### src/rtl/speicher_arbiter_pkg.sv
// Shared definitions for the two-requester RAM arbiter: FSM states and requester IDs.
package speicher_arbiter_pkg;

    typedef enum logic [1:0] {
        RUHE     = 2'd0,
        ZUGRIFF  = 2'd1,
        FREIGABE = 2'd2
    } zustand_e;

    localparam logic ANF_A = 1'b0;
    localparam logic ANF_B = 1'b1;

endpackage

### src/rtl/speicher_arbiter_rr_auswahl.sv
// Combinational round-robin picker for two requesters; on a tie the one
// that was not served last wins.
module speicher_arbiter_rr_auswahl
    import speicher_arbiter_pkg::*;
(
    input  logic anf_a_i,
    input  logic anf_b_i,
    input  logic zuletzt_i,
    output logic gnt_gueltig_o,
    output logic gnt_id_o
);

    // Pick the granted requester from the request bits and the last-served ID
    always_comb begin
        gnt_gueltig_o = anf_a_i | anf_b_i;
        gnt_id_o      = ANF_A;
        if (anf_a_i && anf_b_i) begin
            if (zuletzt_i == ANF_A) begin
                gnt_id_o = ANF_B;
            end else begin
                gnt_id_o = ANF_A;
            end
        end else if (anf_b_i) begin
            gnt_id_o = ANF_B;
        end else begin
            gnt_id_o = ANF_A;
        end
    end

endmodule

### src/rtl/speicher_arbiter.sv
// Shares one single-ported RAM between requesters A and B, one access at a time.
// Optional access timeout with Fehler pulse: define SPEICHER_ARBITER_TIMEOUT_EN.
module speicher_arbiter
    import speicher_arbiter_pkg::*;
#(
    parameter int ADRESSBREITE   = 32,
    parameter int WORTBREITE     = 32,
    parameter int TIMEOUT_ZYKLEN = 16
) (
    input  logic                    Clock,
    input  logic                    Reset,
    input  logic                    LeseA,
    input  logic                    SchreibeA,
    input  logic [ADRESSBREITE-1:0] AdresseA,
    input  logic [WORTBREITE-1:0]   DatenReinA,
    output logic [WORTBREITE-1:0]   DatenRausA,
    output logic                    GeladenA,
    output logic                    GespeichertA,
    input  logic                    LeseB,
    input  logic                    SchreibeB,
    input  logic [ADRESSBREITE-1:0] AdresseB,
    input  logic [WORTBREITE-1:0]   DatenReinB,
    output logic [WORTBREITE-1:0]   DatenRausB,
    output logic                    GeladenB,
    output logic                    GespeichertB,
    output logic                    RAMLesenAn,
    output logic                    RAMSchreibenAn,
    output logic [ADRESSBREITE-1:0] RAMAdresse,
    output logic [WORTBREITE-1:0]   RAMDatenRein,
    input  logic [WORTBREITE-1:0]   RAMDatenRaus,
    input  logic                    RAMDatenBereit,
    input  logic                    RAMDatenGeschrieben,
    output logic                    Fehler,
    output logic                    Belegt
);

    zustand_e                zustand_q, zustand_d;
    logic                    id_q, id_d;
    logic                    wr_q, wr_d;
    logic                    zuletzt_q, zuletzt_d;
    logic [ADRESSBREITE-1:0] adr_q, adr_d;
    logic [WORTBREITE-1:0]   wdat_q, wdat_d;
    logic [WORTBREITE-1:0]   raus_a_q, raus_a_d, raus_b_q, raus_b_d;
    logic                    geladen_a_q, geladen_a_d, gesp_a_q, gesp_a_d;
    logic                    geladen_b_q, geladen_b_d, gesp_b_q, gesp_b_d;
    logic                    gnt_gueltig_s, gnt_id_s;
    logic                    done_s, fertig_s, abbruch_s;

`ifdef SPEICHER_ARBITER_TIMEOUT_EN
    localparam int TO_W = $clog2(TIMEOUT_ZYKLEN + 1);
    logic [TO_W-1:0] zaehler_q, zaehler_d;
    logic            fehler_q;
`else
    logic [31:0]     unused_timeout_s;
    assign unused_timeout_s = 32'(TIMEOUT_ZYKLEN);
`endif

    speicher_arbiter_rr_auswahl u_rr_auswahl (
        .anf_a_i       (LeseA | SchreibeA),
        .anf_b_i       (LeseB | SchreibeB),
        .zuletzt_i     (zuletzt_q),
        .gnt_gueltig_o (gnt_gueltig_s),
        .gnt_id_o      (gnt_id_s)
    );

    // Next-state, request latching and ack generation
    always_comb begin
        zustand_d   = zustand_q;
        id_d        = id_q;
        wr_d        = wr_q;
        zuletzt_d   = zuletzt_q;
        adr_d       = adr_q;
        wdat_d      = wdat_q;
        raus_a_d    = raus_a_q;
        raus_b_d    = raus_b_q;
        geladen_a_d = 1'b0;
        gesp_a_d    = 1'b0;
        geladen_b_d = 1'b0;
        gesp_b_d    = 1'b0;
        fertig_s    = 1'b0;
        abbruch_s   = 1'b0;
`ifdef SPEICHER_ARBITER_TIMEOUT_EN
        zaehler_d   = zaehler_q;
`endif
        // Only the done signal matching the latched op counts
        done_s      = wr_q ? RAMDatenGeschrieben : RAMDatenBereit;
        case (zustand_q)
            RUHE: begin
                if (gnt_gueltig_s) begin
                    zustand_d = ZUGRIFF;
                    id_d      = gnt_id_s;
                    if (gnt_id_s == ANF_A) begin
                        adr_d  = AdresseA;
                        wdat_d = DatenReinA;
                        wr_d   = SchreibeA;
                    end else begin
                        adr_d  = AdresseB;
                        wdat_d = DatenReinB;
                        wr_d   = SchreibeB;
                    end
`ifdef SPEICHER_ARBITER_TIMEOUT_EN
                    zaehler_d = {TO_W{1'b0}};
`endif
                end else begin
                    zustand_d = RUHE;
                end
            end
            ZUGRIFF: begin
                if (done_s) begin
                    fertig_s = 1'b1;
                end
`ifdef SPEICHER_ARBITER_TIMEOUT_EN
                else if (zaehler_q == TO_W'(TIMEOUT_ZYKLEN - 1)) begin
                    abbruch_s = 1'b1;
                end else begin
                    zaehler_d = zaehler_q + TO_W'(1);
                end
`else
                else begin
                    fertig_s = 1'b0;
                end
`endif
                if (fertig_s || abbruch_s) begin
                    zustand_d = FREIGABE;
                    zuletzt_d = id_q;
                    if (wr_q) begin
                        if (id_q == ANF_A) begin
                            gesp_a_d = 1'b1;
                        end else begin
                            gesp_b_d = 1'b1;
                        end
                    end else begin
                        if (id_q == ANF_A) begin
                            geladen_a_d = 1'b1;
                            raus_a_d    = abbruch_s ? {WORTBREITE{1'b0}} : RAMDatenRaus;
                        end else begin
                            geladen_b_d = 1'b1;
                            raus_b_d    = abbruch_s ? {WORTBREITE{1'b0}} : RAMDatenRaus;
                        end
                    end
                end else begin
                    zustand_d = ZUGRIFF;
                end
            end
            FREIGABE: begin
                zustand_d = RUHE;
            end
            default: begin
                zustand_d = RUHE;
            end
        endcase
    end

    // State, latched request and output registers
    always_ff @(posedge Clock or negedge Reset) begin
        if (!Reset) begin
            zustand_q   <= RUHE;
            id_q        <= ANF_A;
            wr_q        <= 1'b0;
            zuletzt_q   <= ANF_B;
            adr_q       <= {ADRESSBREITE{1'b0}};
            wdat_q      <= {WORTBREITE{1'b0}};
            raus_a_q    <= {WORTBREITE{1'b0}};
            raus_b_q    <= {WORTBREITE{1'b0}};
            geladen_a_q <= 1'b0;
            gesp_a_q    <= 1'b0;
            geladen_b_q <= 1'b0;
            gesp_b_q    <= 1'b0;
        end else begin
            zustand_q   <= zustand_d;
            id_q        <= id_d;
            wr_q        <= wr_d;
            zuletzt_q   <= zuletzt_d;
            adr_q       <= adr_d;
            wdat_q      <= wdat_d;
            raus_a_q    <= raus_a_d;
            raus_b_q    <= raus_b_d;
            geladen_a_q <= geladen_a_d;
            gesp_a_q    <= gesp_a_d;
            geladen_b_q <= geladen_b_d;
            gesp_b_q    <= gesp_b_d;
        end
    end

`ifdef SPEICHER_ARBITER_TIMEOUT_EN
    // Timeout counter and error pulse
    always_ff @(posedge Clock or negedge Reset) begin
        if (!Reset) begin
            zaehler_q <= {TO_W{1'b0}};
            fehler_q  <= 1'b0;
        end else begin
            zaehler_q <= zaehler_d;
            fehler_q  <= abbruch_s;
        end
    end

    assign Fehler = fehler_q;
`else
    assign Fehler = 1'b0;
`endif

    assign RAMLesenAn     = (zustand_q == ZUGRIFF) && !wr_q;
    assign RAMSchreibenAn = (zustand_q == ZUGRIFF) && wr_q;
    assign RAMAdresse     = adr_q;
    assign RAMDatenRein   = wdat_q;
    assign DatenRausA     = raus_a_q;
    assign DatenRausB     = raus_b_q;
    assign GeladenA       = geladen_a_q;
    assign GespeichertA   = gesp_a_q;
    assign GeladenB       = geladen_b_q;
    assign GespeichertB   = gesp_b_q;
    assign Belegt         = (zustand_q != RUHE);

endmodule

### config.mk
export PLATFORM = sky130hd
export DESIGN_NAME = speicher_arbiter
export DESIGN_NICKNAME = d
export VERILOG_FILES = /design/src/rtl/speicher_arbiter_pkg.sv /design/src/rtl/speicher_arbiter_rr_auswahl.sv /design/src/rtl/speicher_arbiter.sv
export SDC_FILE = /design/constraint.sdc
export NUM_CORES = 1
export LEC_CHECK = 0
export CAP_MARGIN = 20
export CORE_UTILIZATION = 44
export CTS_BUF_LIST = sky130_fd_sc_hd__clkbuf_16
export CTS_CLUSTER_DIAMETER = 120
export CTS_CLUSTER_SIZE = 30
export DETAILED_ROUTE_END_ITERATION = 8
export PLACE_DENSITY = 0.91
export SYNTH_ARGS = -nofsm -noshare
export SYNTH_HDL_FRONTEND = slang
export SYNTH_SLANG_ARGS = --single-unit
### constraint.sdc
create_clock -name Clock -period 4.8 [get_ports Clock]
set_clock_uncertainty 0.15 [all_clocks]
set_input_delay 0.96 -clock Clock [delete_from_list [all_inputs] [get_ports Clock]]
set_output_delay 0.96 -clock Clock [all_outputs]
set_load 0.05 [all_outputs]
==> results by group <==
Logic synthesis
  – Cells after Synth: 480
  – Asr flop ratio synth: 1.00
  – Post-synthesis net count: 648
  – Synth area leaders: dfrtp_1, a2bb2oi_1, a311oi_1
  – Syn Area/Cell: between 10 and 15 um2
  – Synth Flop Type: dfrtp_1
  – Synth Register Bits: roughly 140
  – Mapped cell area: about 6200 um2
  – Yosys top cell by area: dfrtp_1
  – Synth cell types: 35
  – Synth Warn #: 0
  – Yosys top cell area share: 0.548
  – EDFF count, synth: 0
  – Seq/Total Area, Yosys: 0.552

Timing
  – Final setup vio count: 0
  – Final Cycle Share: 0.639
  – Final worst setup slack: 1.73 ns
  – Relative slew slack: 0.251
  – RSZ-0062 raised after global routing: false
  – Fin. Hold Viols: 0
  – Max Slew Vio Count: 0
  – Sum Neg Setup Slack: 0 ns
  – Post-layout min period: 3.07 ns
  – Fmax: 0.326 GHz
  – Worst-margin pin slew: about 1.1 ns

Critical path
  – Reg2reg path depth: 5
  – CP startpoint: zustand_q[1]
  – Slowest cell on the critical path: clkdlybuf4s50_1
  – CP Class: register to output pin
  – Crit-path max FO: 3
  – Flop-to-flop setup slack: 2.05 ns
  – Critical Path Source Type: register
  – RR Startpoint: zustand_q[0]
  – Setup crit end: RAMSchreibenAn
  – Setup crit end kind: output pin
  – CP required: ~3.7 ns
  – Arr. time, crit path: a little under 2 ns
  – Crit path largest cell delay: 0.81 ns
  – CP Cell Sequence: and2b_2 > and2_1 > clkdlybuf4s50_1
  – R2R Path End: RAMAdresse[28]

Die
  – DIE AREA: between 10,000 and 15,000 um2
  – IO Count: a little over 300
  – Num rows: 43
  – Initial Utilization: 0.449
  – Die Wd: ~120 um
  – Die H: approximately 120 um
  – Core area: roughly 14,000 um2

Global route
  – GR Util met1: 0.341
  – Remaining Overflow, GRT: 0
  – Met2 global-route usage: 0.452
  – GRT busiest layer: met2
  – Global-route wire length before repair: between 30,000 and 40,000 um
  – Initial antenna violation count: 0
  – Tot GR Track Use: 0.274
  – Vias in the first global route: 5,581
  – Largest net degree at the start of global routing: between 60 and 70
  – Global routing usage on met3: 0.0623

Drt
  – Number of antenna-violating nets in the routed design: 0
  – Via count: 5,571
  – Drt drc: 0
  – Via density: just under 6
  – Starting DRC count in detailed routing: roughly 510
  – Drt wl/cell: around 21 um
  – DRT Pass-1 Iters: 5
  – Final WL: 20,100 um

Layout
  – Most frequent cells in the layout: clkdlybuf4s50_1, dfrtp_1, o21ai_0
  – Commonest non-fill, non-tap cell in the layout: clkdlybuf4s50_1
  – Ant diodes: 0
  – Final net count: between 900 and 1,000
  – Layout cells sized above 1: 0.153
  – Synthesis-to-finish area growth: 59.4%

CTS
  – Clock buffer count from CTS: 17
  – Hold Buf Count CTS: 0
  – Clock root buffer: clkbuf_16
  – CTS tree: built
  – CTS Sinks: approximately 140
  – Number of gates resized after cts: 0
  – Clock slew at reported path FFs: roughly 0.060 ns
  – Max Root-Sink Buffers: 2
  – Post-CTS setup buffer count: 0
  – Worst skew pair latency: roughly 0.42 ns
  – H-tree depth: 4

Pwr
  – Pleak: around 4 nW
  – Peak VDD IR: 555 uV
  – Total power: approximately 0.0086 W
  – PwrDens: roughly 870 nW/um2

Hold path
  – Hold crit path type: primary input to asynchronous set/reset pin

Placed design
  – IO buf count: 302
  – Worst slack at placement: about 1.4 ns
  – Post-DP HPWL: 13,100 um
  – Routability Congestion: 0.765

Run
  – Number of max-cap violations: 0

Outcome
  – Outcome: finished clean
==> cells by family (layout without fill, tap and decap cells) <==
kind of cell    after synthesis  after routing  share of synthesized area
compound gates              200            200                      0.241
buf+inv                      59            345                     0.0492
flops                       137            137                      0.552
mux                          65             65                      0.135
other cells                   1              1                   0.000604
simple gates                 18             18                     0.0212
==> worst max-delay path: cells and delay by family, from the launching register on <==
kind                   cells  cell delay [ns]
and+or+nand+nor            2             0.34
DFF                        1             0.39
buffers and inverters      1             0.81
==> power breakdown <==
| group | internal (W) | leakage, nW | switching (W) | total [W] |
|---|---|---|---|---|
| clock | 0.000861 | 0.303 | 0.000490 | 0.00135 |
| combinational | 0.00195 | 2.11 | 0.00315 | 0.00509 |
| sequential | 0.00175 | 1.60 | 0.000397 | 0.00215 |
| total | 0.00456 | 4.01 | 0.00403 | 0.00859 |
==> per-layer routing <==
| layer | vias up | share of wire |
|---|---|---|
| li1 | 2423 | - |
| met1 | 2779 | 0.40 |
| met2 | 323 | 0.49 |
| met3 | 46 | 0.076 |
| met4 | 0 | 0.030 |
| met5 | - | 0 |
==> synth_stat cells, types with 2 or more instances <==
master,n
a21oi_1,2
o21ai_0,65
mux2_2,36
dfrtp_1,136
buf_12,3
buf_2,16
nor2_1,2
a311oi_1,64
a2bb2oi_1,64
buf_4,2
nand2b_4,2
nor3_1,3
mux2_4,29
clkbuf_1,35
==> sequential cells by signal, summed over array words and instances (netlist names) <==
signal	flops
GespeichertA	1
GespeichertB	1
id_q	1
RAMDatenRein	32
GeladenA	1
wr_q	1
zuletzt_q	1
zustand_q	2
GeladenB	1
RAMAdresse	32
DatenRausA	32
DatenRausB	32
==> stage by stage <==
stage          std cells  hold slack [ns]  utilization  area (um2)
6_report             946            0.351        0.716        9900
5_1_grt              946            0.369        0.716        9900
4_1_cts              945            0.358        0.714        9880
3_5_place_dp         913            0.341        0.670        9270
3_3_place_gp         912            0.337        0.669        9250
2_1_floorplan        480            0.336            -        6210
==> area by class of cell <==
cell class | instances | area (um2)
Fill cell | 854 | 3930
Sequential cell | 137 | 3430
Timing Repair Buffer | 311 | 3120
Multi-Input combinational cell | 284 | 2510
Clock buffer | 17 | 425
Tap cell | 180 | 225
Clock inverter | 15 | 183
Inverter | 2 | 7.51
==> worst min-delay path by stage <==
stage,from,to,slack [ns],depth (start not counted)
after floorplan,id_q,GespeichertA,0.34,1
after global placement,DatenRausA[20],DatenRausA[20],0.34,1
after detailed placement,DatenRausB[3],DatenRausB[3],0.34,1
after CTS,Reset,RAMDatenRein[28],0.36,1
after global routing,DatenRausB[3],DatenRausB[3],0.37,1
final,Reset,RAMDatenRein[28],0.35,1
Power figures use the tool's default switching activity.
